File: config.mk
export PLATFORM = sky130hd
export DESIGN_NAME = lsu_mem
export DESIGN_NICKNAME = d
export VERILOG_FILES = /design/src/rtl/lsu_mem.sv
export SDC_FILE = /design/constraint.sdc
export NUM_CORES = 1
export LEC_CHECK = 0
export ABC_AREA = 1
export CAP_MARGIN = 15
export CORE_MARGIN = 10
export CORE_UTILIZATION = 46
export CTS_CLUSTER_DIAMETER = 200
export DETAILED_ROUTE_END_ITERATION = 8
export PLACE_DENSITY_LB_ADDON = 0.1
export SYNTH_ARGS = -nofsm -noshare
export SYNTH_HDL_FRONTEND = slang
export SYNTH_SLANG_ARGS = --single-unit
File: constraint.sdc
create_clock -name clk -period 2.2 [get_ports clk]
set_input_delay 0.33 -clock clk [delete_from_list [all_inputs] [get_ports clk]]
set_output_delay 0.33 -clock clk [all_outputs]
set_load 0.02 [all_outputs]
File: src/rtl/lsu_mem.sv
// ---------------------------------------------------------------------------
// lsu_mem : memory-access stage placed after execute.
//
// Load/store instructions run one request/acknowledge transaction on a 32-bit
// word-addressed data bus. The stage places store data in the correct byte
// lanes and sign- or zero-extends load data. Every other opcode forwards
// alu_result to writeback after one cycle. in_ready is low while an
// instruction is in flight, which stalls the core.
//
// Ports
//   clk, rst                  clock; synchronous active-high reset
//   in_valid / in_ready       handshake from execute
//   operation, funct3         opcode and width/sign select
//   alu_result, data_rs2      effective address (or ALU result), store data
//   mem_req/we/addr/wdata/wstrb  bus request, held until ack or timeout
//   mem_ack, mem_rdata        bus completion and read word
//   out_valid, wb_data, err   one-cycle writeback pulse; err qualifies it
//
// States
//   S_IDLE | waiting for an instruction; in_ready high
//   S_REQ  | bus request outstanding; timeout counter running
//   S_RESP | out_valid pulse with wb_data/err
// ---------------------------------------------------------------------------
module lsu_mem #(
    parameter int unsigned TIMEOUT_CYCLES = 16,
    parameter logic [6:0]  OP_LOAD        = 7'b0000011,
    parameter logic [6:0]  OP_STORE       = 7'b0100011
) (
    input  logic        clk,
    input  logic        rst,
    input  logic        in_valid,
    output logic        in_ready,
    input  logic [6:0]  operation,
    input  logic [2:0]  funct3,
    input  logic [31:0] alu_result,
    input  logic [31:0] data_rs2,
    output logic        mem_req,
    output logic        mem_we,
    output logic [31:0] mem_addr,
    output logic [31:0] mem_wdata,
    output logic [3:0]  mem_wstrb,
    input  logic        mem_ack,
    input  logic [31:0] mem_rdata,
    output logic        out_valid,
    output logic [31:0] wb_data,
    output logic        err
);

    typedef enum logic [1:0] {
        S_IDLE,
        S_REQ,
        S_RESP
    } state_t;

    // Timeout fires on the REQ cycle whose count would reach TIMEOUT_CYCLES.
    localparam logic [7:0] LP_LAST = 8'(TIMEOUT_CYCLES - 1);

    state_t      r_state;
    logic [7:0]  r_cnt;
    logic [2:0]  r_f3;
    logic [1:0]  r_addr_lo;
    logic        r_req;
    logic        r_we;
    logic [31:0] r_addr;
    logic [31:0] r_wdata;
    logic [3:0]  r_wstrb;
    logic        r_out_valid;
    logic [31:0] r_wb_data;
    logic        r_err;

    logic        w_is_load;
    logic        w_is_store;
    logic        w_f3_ok;
    logic        w_misaligned;
    logic [3:0]  w_wstrb;
    logic [31:0] w_wdata;
    logic [7:0]  w_byte;
    logic [15:0] w_half;
    logic [31:0] w_load_val;

    assign w_is_load  = (operation == OP_LOAD);
    assign w_is_store = (operation == OP_STORE);

    // Legal funct3: loads LB/LH/LW/LBU/LHU, stores SB/SH/SW.
    always_comb begin
        w_f3_ok = 1'b0;
        if (w_is_load)
            w_f3_ok = (funct3 != 3'b011) && (funct3 != 3'b110) && (funct3 != 3'b111);
        else if (w_is_store)
            w_f3_ok = (funct3[2] == 1'b0) && (funct3[1:0] != 2'b11);
    end

    // funct3[1:0] encodes the access size for both loads and stores.
    always_comb begin
        w_misaligned = 1'b0;
        case (funct3[1:0])
            2'b01:   w_misaligned = alu_result[0];
            2'b10:   w_misaligned = (alu_result[1:0] != 2'b00);
            default: w_misaligned = 1'b0;
        endcase
    end

    // Store lane placement: data replicated, strobes select the lanes written.
    always_comb begin
        w_wstrb = 4'b0000;
        w_wdata = 32'h0;
        case (funct3[1:0])
            2'b00: begin
                w_wstrb = 4'b0001 << alu_result[1:0];
                w_wdata = {4{data_rs2[7:0]}};
            end
            2'b01: begin
                w_wstrb = 4'b0011 << {alu_result[1], 1'b0};
                w_wdata = {2{data_rs2[15:0]}};
            end
            default: begin
                w_wstrb = 4'b1111;
                w_wdata = data_rs2;
            end
        endcase
    end

    // Load lane extraction uses the byte offset latched at acceptance.
    always_comb begin
        w_byte = 8'h00;
        case (r_addr_lo)
            2'b00:   w_byte = mem_rdata[7:0];
            2'b01:   w_byte = mem_rdata[15:8];
            2'b10:   w_byte = mem_rdata[23:16];
            default: w_byte = mem_rdata[31:24];
        endcase
        w_half = r_addr_lo[1] ? mem_rdata[31:16] : mem_rdata[15:0];
    end

    always_comb begin
        w_load_val = mem_rdata;
        case (r_f3)
            3'b000:  w_load_val = {{24{w_byte[7]}}, w_byte};
            3'b001:  w_load_val = {{16{w_half[15]}}, w_half};
            3'b100:  w_load_val = {24'h0, w_byte};
            3'b101:  w_load_val = {16'h0, w_half};
            default: w_load_val = mem_rdata;
        endcase
    end

    assign in_ready = (r_state == S_IDLE) && !rst;

    always_ff @(posedge clk) begin
        if (rst) begin
            r_state     <= S_IDLE;
            r_cnt       <= 8'h00;
            r_f3        <= 3'b000;
            r_addr_lo   <= 2'b00;
            r_req       <= 1'b0;
            r_we        <= 1'b0;
            r_addr      <= 32'h0;
            r_wdata     <= 32'h0;
            r_wstrb     <= 4'b0000;
            r_out_valid <= 1'b0;
            r_wb_data   <= 32'h0;
            r_err       <= 1'b0;
        end else begin
            case (r_state)
                S_IDLE: begin
                    r_out_valid <= 1'b0;
                    r_err       <= 1'b0;
                    r_wb_data   <= 32'h0;
                    if (in_valid) begin
                        r_f3      <= funct3;
                        r_addr_lo <= alu_result[1:0];
                        if (!w_is_load && !w_is_store) begin
                            r_state     <= S_RESP;
                            r_out_valid <= 1'b1;
                            r_wb_data   <= alu_result;
                        end else if (!w_f3_ok || w_misaligned) begin
                            r_state     <= S_RESP;
                            r_out_valid <= 1'b1;
                            r_err       <= 1'b1;
                        end else begin
                            r_state <= S_REQ;
                            r_cnt   <= 8'h00;
                            r_req   <= 1'b1;
                            r_we    <= w_is_store;
                            r_addr  <= {alu_result[31:2], 2'b00};
                            r_wdata <= w_is_store ? w_wdata : 32'h0;
                            r_wstrb <= w_is_store ? w_wstrb : 4'b0000;
                        end
                    end
                end

                S_REQ: begin
                    // Ack takes priority over a timeout on the same cycle.
                    if (mem_ack) begin
                        r_state     <= S_RESP;
                        r_cnt       <= 8'h00;
                        r_req       <= 1'b0;
                        r_we        <= 1'b0;
                        r_wstrb     <= 4'b0000;
                        r_out_valid <= 1'b1;
                        r_wb_data   <= r_we ? 32'h0 : w_load_val;
                        r_err       <= 1'b0;
                    end else if (r_cnt == LP_LAST) begin
                        r_state     <= S_RESP;
                        r_cnt       <= 8'h00;
                        r_req       <= 1'b0;
                        r_we        <= 1'b0;
                        r_wstrb     <= 4'b0000;
                        r_out_valid <= 1'b1;
                        r_wb_data   <= 32'h0;
                        r_err       <= 1'b1;
                    end else begin
                        r_cnt <= r_cnt + 8'h01;
                    end
                end

                S_RESP: begin
                    r_state     <= S_IDLE;
                    r_out_valid <= 1'b0;
                    r_wb_data   <= 32'h0;
                    r_err       <= 1'b0;
                end

                default: begin
                    r_state <= S_IDLE;
                end
            endcase
        end
    end

    assign mem_req   = r_req;
    assign mem_we    = r_we;
    assign mem_addr  = r_addr;
    assign mem_wdata = r_wdata;
    assign mem_wstrb = r_wstrb;
    assign out_valid = r_out_valid;
    assign wb_data   = r_wb_data;
    assign err       = r_err;

endmodule

==> metrics.yaml, run 1 <==
outcome: "finished, final reports clean"
fillers: 1187
post-route-min-period_ns: 1.931
ys_seq_area_share_pct: 37.61
vias_per_cell: 5.109
drt_iter0_markers: 600
cp_common_cell: "nor2_1"
tritoncts: "yes"
synth_top_family_by_area: "simple AND/OR/NAND/NOR gates"
crit_path_start_kind: "primary input"
post-dp-hpwl_um: 16710
skew_ns: 0.006254
final_cells: 1384
finalCritPeriodShare_pct: 87.76
antenna_found_initial: 1
clk_pin_slew_ns: 0.06
whs_path_depth: 2
dp.cells: 1351
hold_class: "register to register"
syn_avg_cell_area_um2: 6.349
ctsHtreeMaxLevel: 4
seq_area_um2: 2342
synth_area_um2: 6228
synth_xor_area_share_pct: 0
numCtsBuffers: 17
r2r-start: "r_state[1]"
synthArstFlopShare_pct: 0
yosys.area_share.simple_pct: 32.78
leakagePower_uw: 0.003873
postSynthCellCount: 981
max_freq_mhz: 517.9
grt_usage_pct: 23.32
finalHoldViolCount: 0
critPathSlowestCell: "clkdlybuf4s50_1"
pwr-share-clk_pct: 48.2
switching_share_pct: 26.40
drt_wl_total_um: 22150
cts.path.max_buffers: 2
crit_family: "buffers and inverters"
rsz0062_at_grt: "false"
grt_overflow: 0
num_vias: 7071
timing.final.ws_setup_ns: 0.2692
die_area_um2: 18590
cp.arrival_ns: 2.28
totalPowerFinal_uw: 5900
synth.area.mux_share_pct: 0
seq_power_share_pct: 37.1
slew_headroom_pct: 64.94
fin_nets: 1312
post_drt_wl_per_cell_um: 16.00
synth_compound_area_share_pct: 18.40
cts.sinks: 117
first_pass_iters: 8
grt_pass1_vias: 6484
hold_buffers: 0
p_int_uw: 4342
tightest_slew_ns: 0.5227
io_buffer_count: 212
worstPathRequired_ns: 2.55
r2r-end: "wb_data[9]"
max_cap_violations: 0
grt_first_pass_wirelength_um: 34770
synth_fa_ha_area_share_pct: 1.607
path_cells: "clkdlybuf4s50_1, inv_1, ha_1, nor2_1, buf_4, nor2_1, nor3_1, nand2_1, a21oi_1"
gp_congestion: 0.9180
netlist-cell-type-count: 32
r2r_slack_ns: 0.38
grt_max_degree: 79
worstSetupEndpointType: "register"
final_area_um2: 9274
ys.flop_type: "dfxtp_1"
cts_setup_buffers: 0
placed_area_um2: 8665
r2r_cells: 9
holdPathEnd: "mem_wdata[5]"
ir_drop_mv: 0.5212
min_from: "mem_wdata[5]"
yosysWarnings: 0
core-area_um2: 13240
fp-row-count: 42
p_per_area_nw_per_um2: 636.2
critical_path_class: "primary input to register"
ioPinCount: 215
switching_power_uw: 1558
drv_slew: 0
slowest_delay_ns: 0.54
critPathMaxFanout: 8
multiInputGateArea_um2: 3304
synth_edf_count: 0
die_x_um: 136.4
setup_violations: 0
comb_power_share_pct: 14.7
detail-route-antenna-nets: 0
die_h_um: 136.4
path_buf_inv: 3
layout-drive-gt1-share_pct: 7.954
cts-root-buf: "clkbuf_16"
dp_slack_ns: -0.1438
cts_resized: 0
remaining_drc_errors: 0
ys_seq_elements: 117
area_delta_synth_final_pct: 48.90
finalSetupTns_ns: 0
clk_latency_ns: 0.42
initial_core_util_pct: 47.03
[registers in the layout, summed over array words and instances, names as in the netlist]
register	flops
r_cnt	8
r_f3	3
wb_data	32
r_state	2
r_addr_lo	2
mem_req	1
err	1
mem_wdata	32
mem_wstrb	4
mem_addr	30
mem_we	1
out_valid	1
[tightest hold or removal path, stage by stage, from the launching register on]
cell and delay, ns:
dfxtp_1 0.31, nand2_1 0.06, a21oi_1 0.05
[cells in the mapped netlist, types with 8 or more instances]
cell      instances  area, um2
nor3_1           13      65.06
dfxtp_1         117       2342
clkbuf_1         24      90.09
buf_4             9      67.56
ha_1              8      100.1
o21ai_1          13      65.06
inv_1            72      270.3
o21ai_0          95      475.5
nor2_1          218      818.3
buf_2            18      90.09
nand2_1         182      683.2
a21oi_1         116      580.6
nand3_1          54      270.3
[power groups by stage]
stage	Combinational [uW]	Sequential (uW)	Clock (uW)
2_1_floorplan	413	2260	0
3_3_place_gp	851	2240	0
3_5_place_dp	858	2240	0
4_1_cts	864	2190	2870
5_1_grt	956	2190	2960
6_report	868	2190	2840
[how the worst max path moves through the flow]
stage / startpoint / end / slack [ns] / cells past startpoint
floorplan: r_state[0] / wb_data[22] / 0.61 / 8
global placement: funct3[1] / mem_wdata[27] / -0.1 / 9
detailed placement: funct3[1] / mem_wdata[27] / -0.14 / 9
CTS: r_state[1] / in_ready / 0.005 / 5
global route: funct3[1] / mem_wstrb[3] / 0.03 / 12
finish: funct3[1] / mem_wdata[27] / 0.27 / 9
[cell usage in the layout, fill, tap and decap left out, types with 17 or more instances in the layout]
cell	instances
nand2_1	182
clkbuf_16	17
o21ai_0	95
clkdlybuf4s50_1	211
nor2_1	218
inv_1	71
a21oi_1	116
nand3_1	54
dfxtp_1	117
buf_4	34
[per-layer routing]
layer | share of wire, % | routed length, um | vias up | track usage (%)
li1 | - | - | 3596 | -
met5 | 0 | 0 | - | 0
met2 | 45 | 10040 | 278 | 35.93
met3 | 8.2 | 1819 | 33 | 6.568
met1 | 44 | 9781 | 3164 | 30.45
met4 | 2.3 | 507 | 0 | 8.343
[logic make-up (layout without fill, tap and decap cells)]
logic type | after synthesis | after routing
buffers and inverters | 139 | 364
DFF | 117 | 117
AOI/OAI and AO/OA | 226 | 226
other | 1 | 3
adders and majority gates | 8 | 8
and+or+nand+nor | 490 | 490
[stage by stage]
| stage | hold WS, ns | util (%) |
|---|---|---|
| 2_1_floorplan | 0.4788 | - |
| 3_3_place_gp | 0.4499 | 65.43 |
| 3_5_place_dp | 0.4543 | 65.43 |
| 4_1_cts | 0.4641 | 69.99 |
| 5_1_grt | 0.4842 | 70.03 |
| 6_report | 0.4641 | 70.03 |
[layout make-up]
class,instances,share of cell area (%)
diodes,1,0.02698
clock buffers,17,4.587
clock inverters,15,1.929
inverters,80,3.238
multi-input cells,726,35.63
flip-flops and latches,117,25.26
well taps,176,2.375
repair buffers,252,26.96
Note: power is estimated with default switching activity, not from simulation.
==> inputs of run 2 (changes only) <==
--- a/config.mk
+++ b/config.mk
@@ -10,7 +10,9 @@
 export CORE_MARGIN = 10
 export CORE_UTILIZATION = 46
 export CTS_CLUSTER_DIAMETER = 200
+export CTS_CLUSTER_SIZE = 24
 export DETAILED_ROUTE_END_ITERATION = 8
+export GPL_ROUTABILITY_DRIVEN = 1
 export PLACE_DENSITY_LB_ADDON = 0.1
 export SYNTH_ARGS = -nofsm -noshare
 export SYNTH_HDL_FRONTEND = slang
==> results of run 2 <==
Same layout as run 1: the final DEF is identical, and so are final timing and power.
